### src/rtl/fetch_unit_pkg.sv
// Shared types and defaults for the instruction fetch unit.
// Holds the fetch FSM state encoding, the fetch-buffer entry layout and
// the default PC / instruction widths used by fetch_unit and its bench.
package fetch_unit_pkg;

  localparam int ADDR_W_DEF = 11;
  localparam int DATA_W_DEF = 32;

  typedef enum logic [1:0] {
    ST_IDLE = 2'd0,
    ST_REQ  = 2'd1,
    ST_WAIT = 2'd2,
    ST_DROP = 2'd3
  } fetch_state_t;

  // Entry layout, MSB first. fetch_unit packs its buffer words in this order.
  typedef struct packed {
    logic [DATA_W_DEF-1:0] instr;
    logic [ADDR_W_DEF-1:0] pc;
    logic                  fault;
  } fetch_entry_t;

endpackage

### src/rtl/fetch_unit_buf.sv
// fetch_buf: parameterised synchronous FIFO with a synchronous clear.
// Latency: a pushed word is visible at the head the cycle after the push.
// Backpressure: push is dropped only when full with no pop; push+pop allowed at any occupancy.
//
// Ports: clk, rst_n (async active-low), clr (empties next cycle, wins over push/pop),
//        push/push_dat, pop, head_dat (zero when empty), count (occupancy), empty.
module fetch_buf #(
  parameter int WIDTH = 44,
  parameter int DEPTH = 2
) (
  input  logic                     clk,
  input  logic                     rst_n,
  input  logic                     clr,
  input  logic                     push,
  input  logic [WIDTH-1:0]         push_dat,
  input  logic                     pop,
  output logic [WIDTH-1:0]         head_dat,
  output logic [$clog2(DEPTH):0]   count,
  output logic                     empty
);

  localparam int PTR_W = $clog2(DEPTH);
  localparam int CNT_W = $clog2(DEPTH) + 1;

  logic [WIDTH-1:0] mem [DEPTH];
  logic [PTR_W-1:0] wr_ptr;
  logic [PTR_W-1:0] rd_ptr;
  logic             full;
  logic             do_push;
  logic             do_pop;

  assign empty    = (count == '0);
  assign full     = (count == CNT_W'(DEPTH));
  assign do_pop   = pop & ~empty;
  // A pop in the same cycle frees the slot the push needs, even when full.
  assign do_push  = push & (~full | do_pop);
  // Zeroed when empty so the decode side sees clean zeros after reset/clear.
  assign head_dat = empty ? '0 : mem[rd_ptr];

  // DEPTH is a power of two, so the pointers wrap modulo DEPTH on overflow.
  always_ff @(posedge clk or negedge rst_n) begin
    if (!rst_n) begin
      wr_ptr <= '0;
      rd_ptr <= '0;
      count  <= '0;
    end else if (clr) begin
      wr_ptr <= '0;
      rd_ptr <= '0;
      count  <= '0;
    end else begin
      if (do_push) wr_ptr <= wr_ptr + PTR_W'(1);
      if (do_pop)  rd_ptr <= rd_ptr + PTR_W'(1);
      case ({do_push, do_pop})
        2'b10:   count <= count + CNT_W'(1);
        2'b01:   count <= count - CNT_W'(1);
        default: ;
      endcase
    end
  end

  always_ff @(posedge clk) begin
    if (do_push && !clr) mem[wr_ptr] <= push_dat;
  end

endmodule

### src/rtl/fetch_unit.sv
// fetch_unit: issues single-outstanding instruction-memory reads at pc and buffers results for decode.
// Latency: instr_valid rises 1 cycle after imem_rvalid; request issued 1 cycle after buffer space appears.
// Backpressure: stops requesting while occupancy + outstanding reaches BUF_DEPTH; flush empties the buffer.
//
// Ports: clk, rst_n (async active-low); pc in / pc_en out (PC register advance or redirect load);
//        flush (redirect); imem_req/imem_addr/imem_gnt/imem_rvalid/imem_rdata (memory side);
//        instr_valid/instr/instr_pc/instr_fault/instr_ready (decode side).
// Option: FETCH_MISALIGN_CHK_EN turns a misaligned pc into a fault entry instead of a memory read.
module fetch_unit
  import fetch_unit_pkg::*;
#(
  parameter int ADDR_W    = ADDR_W_DEF,
  parameter int DATA_W    = DATA_W_DEF,
  parameter int BUF_DEPTH = 2
) (
  input  logic              clk,
  input  logic              rst_n,
  input  logic [ADDR_W-1:0] pc,
  output logic              pc_en,
  input  logic              flush,
  output logic              imem_req,
  output logic [ADDR_W-1:0] imem_addr,
  input  logic              imem_gnt,
  input  logic              imem_rvalid,
  input  logic [DATA_W-1:0] imem_rdata,
  output logic              instr_valid,
  output logic [DATA_W-1:0] instr,
  output logic [ADDR_W-1:0] instr_pc,
  output logic              instr_fault,
  input  logic              instr_ready
);

  localparam int CNT_W   = $clog2(BUF_DEPTH) + 1;
  localparam int ENTRY_W = DATA_W + ADDR_W + 1;

`ifdef FETCH_MISALIGN_CHK_EN
  localparam logic MISALIGN_EN = 1'b1;
`else
  localparam logic MISALIGN_EN = 1'b0;
`endif

  fetch_state_t        state_q;
  fetch_state_t        state_d;
  logic [ADDR_W-1:0]   fetch_pc_q;
  logic [CNT_W-1:0]    buf_count;
  logic                buf_empty;
  logic [ENTRY_W-1:0]  head_dat;
  logic [ENTRY_W-1:0]  push_dat;
  logic                outstanding;
  logic                has_room;
  logic                misalign;
  logic                req_gnt;
  logic                rsp_push;
  logic                fault_push;
  logic                buf_push;
  logic                buf_pop;

`ifdef FETCH_MISALIGN_CHK_EN
  assign misalign = (pc[1:0] != 2'b00);
`else
  assign misalign = 1'b0;
`endif

  assign outstanding = (state_q == ST_WAIT) || (state_q == ST_DROP);
  assign has_room    = (buf_count + CNT_W'(outstanding)) < CNT_W'(BUF_DEPTH);
  assign req_gnt     = imem_req & imem_gnt;
  assign imem_addr   = pc;

  // Reset gates the flush term so the PC register stays put while in reset.
  assign pc_en = req_gnt | (flush & rst_n) | fault_push;

  // State register
  always_ff @(posedge clk or negedge rst_n) begin
    if (!rst_n) state_q <= ST_IDLE;
    else        state_q <= state_d;
  end

  // Next-state logic
  always_comb begin
    state_d = state_q;
    case (state_q)
      ST_IDLE: if (!flush && has_room) state_d = ST_REQ;
      ST_REQ: begin
        // A grant coinciding with flush still owes us a response: wait it out in DROP.
        if (flush)         state_d = req_gnt ? ST_DROP : ST_IDLE;
        else if (misalign) state_d = ST_IDLE;
        else if (req_gnt)  state_d = ST_WAIT;
      end
      ST_WAIT: begin
        if (imem_rvalid) state_d = ST_IDLE;
        else if (flush)  state_d = ST_DROP;
      end
      ST_DROP: if (imem_rvalid) state_d = ST_IDLE;
      default: state_d = ST_IDLE;
    endcase
  end

  // Output decode
  always_comb begin
    imem_req   = 1'b0;
    fault_push = 1'b0;
    rsp_push   = 1'b0;
    case (state_q)
      ST_REQ: begin
        imem_req   = ~misalign;
        fault_push = misalign;
      end
      ST_WAIT: rsp_push = imem_rvalid;
      default: ;
    endcase
  end

  // The PC register advances on the grant, so capture the address being fetched.
  always_ff @(posedge clk or negedge rst_n) begin
    if (!rst_n)       fetch_pc_q <= '0;
    else if (req_gnt) fetch_pc_q <= pc;
  end

  // Anything produced in the flush cycle belongs to the abandoned path.
  assign buf_push = (rsp_push | fault_push) & ~flush;
  assign push_dat = fault_push ? {{DATA_W{1'b0}}, pc, 1'b1}
                               : {imem_rdata, fetch_pc_q, 1'b0};
  assign buf_pop  = instr_valid & instr_ready;

  fetch_buf #(
    .WIDTH (ENTRY_W),
    .DEPTH (BUF_DEPTH)
  ) u_buf (
    .clk      (clk),
    .rst_n    (rst_n),
    .clr      (flush),
    .push     (buf_push),
    .push_dat (push_dat),
    .pop      (buf_pop),
    .head_dat (head_dat),
    .count    (buf_count),
    .empty    (buf_empty)
  );

  assign instr_valid = ~buf_empty;
  assign instr       = head_dat[ENTRY_W-1 -: DATA_W];
  assign instr_pc    = head_dat[ADDR_W:1];
  assign instr_fault = head_dat[0] & MISALIGN_EN;

endmodule

### config.mk
export PLATFORM = sky130hd
export DESIGN_NAME = fetch_unit
export DESIGN_NICKNAME = d
export VERILOG_FILES = /design/src/rtl/fetch_unit_pkg.sv /design/src/rtl/fetch_unit_buf.sv /design/src/rtl/fetch_unit.sv
export SDC_FILE = /design/constraint.sdc
export NUM_CORES = 1
export LEC_CHECK = 0
export CAP_MARGIN = 10
export CORE_UTILIZATION = 43
export DETAILED_ROUTE_END_ITERATION = 8
export GPL_ROUTABILITY_DRIVEN = 0
export PLACE_DENSITY = 0.78
export SLEW_MARGIN = 20
export SYNTH_ARGS = -nofsm -noshare
export SYNTH_HDL_FRONTEND = slang
export SYNTH_SLANG_ARGS = --single-unit
### constraint.sdc
create_clock -name clk -period 3.5 [get_ports clk]
set_clock_uncertainty 0.2 [all_clocks]
set_input_delay 0.7 -clock clk [delete_from_list [all_inputs] [get_ports clk]]
set_output_delay 0.7 -clock clk [all_outputs]
set_load 0.03 [all_outputs]
==> results.txt <==
Outcome - complete, no violations
R2r worst-path depth - 4
Hold Buf Count CTS - 0
Syn Inst Count - 258
Distinct cells, synth - 32
Die Y-Extent - 100 um
Wire per inst - 14.8 um
Min-delay src - fetch_pc_q[5]$_DFFE_PN0P_
Detail Route Antenna Nets - 0
Vias in the first global route - 2,315
Synth-to-layout area growth - 33.5%
DIE WIDTH - 100 um
IO Pins - 107
#FFs+latches synth - 103
CTS clock-pin slew for the worst setup and hold paths - 0.09 ns
Die ar. - 10,100 um2
Fraction of layout cells with a size suffix above 1 - 11.9%
Root buf cell - clkbuf_8
Core area - 9280 um2
Met3 WL post-DR - 338 um
Post-synth top area share - 62.2%
Tcrit/Tclk final - 87.9%
CP peak stage delay - 0.70 ns
# fillers - 763
Post-route DRC - 0
Worst min path class - flop to flop
FMAX - 325 MHz
Power Density - 521 nW/um2
H-tree level count - 3
Pins Over Slew Limit - 0
Setup violators final - 0
Drt pass-1 iters - 4
Postcts setup bufs - 0
Critical Path Fanout Max - 26
Port buffer count - 105
Total track usage - 15.0%
Worst R2R Setup Slack - 1.32 ns
Top_reg_cell synth - edfxtp_1
Worst Hold Path EP - u_buf.mem[1][5]$_DFFE_PP_
Crit path capture type - output pin
Seq/Total Area, Yosys - 72.4%
Largest net degree at the start of global routing - 33
Met1 wire length - 3.11 mm
Grt total ovfl - 0
Multi-input gate area - 976 um2
Diodes inserted - 0
Final net count - 406
Rows - 35
Initial Utilization - 44.7%
Vias per std cell - 4.75
RSZ-0062 raised after global routing - no
WL met2 - 3.74 mm
Syn_nets - 307
DR iter-0 viols - 69
Cells along the critical path - buf_12 > mux2i_1 > nor2_1 > clkdlybuf4s50_1
Final min period - 3.08 ns
Hold Path Depth - 0
Worst VDD drop - 0.431 mV
Crit-path slowest cell - clkdlybuf4s50_1
Syn Std Cell Area - 4150 um2
First-pass GRT wire length - 11.2 mm
Area leader, netlist - edfxtp_1
P_leak - 1.87 nW
Vias - 2,330
CP Launch Type - flop
Clk buf depth - 2
Insertion delay to the later sink of the worst-skew pair - 0.35 ns
Final hold vios - 0
Final Power - 0.00289 W
CTS Sinks - 103
Async SR Flop Fraction - 16.5%
FF-to-FF Start - state_q[0]$_DFFE_PN0P_
Post-synth EDFFs - 86
Crit path DAT - 2.18 ns
TNS Setup - 0 ns
Syn Area/Cell - 16.1 um2
Warnings from Yosys - 0
CTS tree - built
CP required - 2.60 ns
Cts bufs inserted - 9
FF-to-FF End - u_buf.mem[1][10]$_DFFE_PP_
Number of max-cap violations - 0
Dpl hpwl - 5.07 mm
Top Metal Used - met4
Total Routed Length - 7.25 mm
FF+latch area - 3010 um2
Antenna violations before repair - 0
Resized Gates After CTS - 0
CP Class - flop to output pin
Synth area leaders - edfxtp_1 62%, mux2i_1 11%, dfrtp_1 10%
==> layout by cell type (no fill, tap or decap) <==
| cell | n |
|---|---|
| a21boi_4 | 1 |
| buf_12 | 5 |
| and2b_4 | 1 |
| and2_2 | 1 |
| inv_8 | 1 |
| bufinv_16 | 2 |
| clkinvlp_4 | 1 |
| xor2_1 | 1 |
| a21o_1 | 1 |
| a211oi_1 | 1 |
| nor2_4 | 1 |
| dfrtp_1 | 16 |
| buf_4 | 3 |
| and3_1 | 1 |
| nor4_1 | 1 |
| o21ai_0 | 3 |
| inv_1 | 1 |
| and4bb_2 | 1 |
| nor2_1 | 46 |
| clkdlybuf4s50_1 | 104 |
| and2b_2 | 1 |
| nor3_1 | 2 |
| nand2b_1 | 2 |
| a21oi_1 | 3 |
| mux2_2 | 2 |
| nor2b_1 | 2 |
| edfxtp_1 | 86 |
| dfrtp_2 | 1 |
| clkinv_4 | 3 |
| clkbuf_8 | 9 |
| conb_1 | 1 |
| mux2_4 | 9 |
| xnor2_1 | 1 |
| nand2_2 | 1 |
| and3b_1 | 1 |
| nand2_1 | 2 |
| mux2i_1 | 44 |
==> per-stage QoR <==
| stage | worst slack [ns] | instance area [um2] | utilization [%] | hold slack (ns) | cells |
|---|---|---|---|---|---|
| finish | 0.423 | 5540 | 59.7 | 0.286 | 491 |
| global route | 0.328 | 5540 | 59.7 | 0.304 | 491 |
| CTS | 0.408 | 5540 | 59.7 | 0.284 | 491 |
| detailed placement | 0.410 | 5310 | 57.2 | 0.258 | 475 |
| global placement | 0.491 | 5310 | 57.2 | 0.250 | 475 |
| floorplan | 0.488 | 4150 | - | 0.204 | 258 |
==> worst max-delay path by stage <==
stage / start / end / slack [ns]
4_1_cts: u_buf.rd_ptr$_DFFE_PN0P_ / instr_pc[4] / 0.41
3_5_place_dp: flush / u_buf.mem[1][31]$_DFFE_PP_ / 0.41
5_1_grt: u_buf.rd_ptr$_DFFE_PN0P_ / instr_pc[4] / 0.33
3_3_place_gp: flush / u_buf.mem[1][31]$_DFFE_PP_ / 0.49
6_report: u_buf.rd_ptr$_DFFE_PN0P_ / instr_pc[4] / 0.42
2_1_floorplan: flush / u_buf.mem[1][0]$_DFFE_PP_ / 0.49
==> sequential cells by signal (all words and copies together), names as in the netlist <==
signal / flops
u_buf.mem: 86
state_q: 2
u_buf.count: 2
u_buf.wr_ptr: 1
fetch_pc_q: 11
u_buf.rd_ptr: 1
==> cell usage after synthesis, types with 3 or more instances <==
library cell / instances
mux2i_1: 44
mux2_4: 9
buf_4: 16
nor2_1: 46
o21ai_0: 3
dfrtp_1: 17
a21oi_1: 3
buf_2: 5
edfxtp_1: 86
==> critical path, delay by kind of cell (launching register included) <==
kind                   cells  cell delay (ns)
muxes                      1             0.10
DFF                        1             0.59
and+or+nand+nor            1             0.15
buffers and inverters      2             0.96
==> final cells by class <==
cell class,instances,share of cell area (%)
Clock inverter,7,1.90
Clock buffer,9,2.23
Inverter,1,0.0677
Tap cell,129,2.91
Timing Repair Buffer,112,21.0
Multi-Input combinational cell,130,17.6
Sequential cell,103,54.3
==> power by group <==
part / leakage, nW / internal, W / switching (W)
logic: 0.778 / 0.000273 / 0.000228
clock network: 0.112 / 0.000411 / 0.000402
registers: 0.984 / 0.00150 / 0.0000798
==> per-layer routing <==
layer  GRT usage, %  vias up
li1               -     1119
met5              0        -
met3           3.69        7
met1           18.0     1137
met4           5.69        0
met2           26.1       67
==> logic make-up (layout without fill, tap and decap cells) <==
logic type | Yosys count | in the layout | synth area share (%)
simple gates | 63 | 63 | 6.87
compound gates | 9 | 9 | 1.54
xor+xnor | 2 | 2 | 0.422
flops | 103 | 103 | 72.4
mux | 55 | 55 | 14.4
other cells | 1 | 1 | 0.0903
buf+inv | 25 | 129 | 4.25
(Power assumes the default switching activity.)
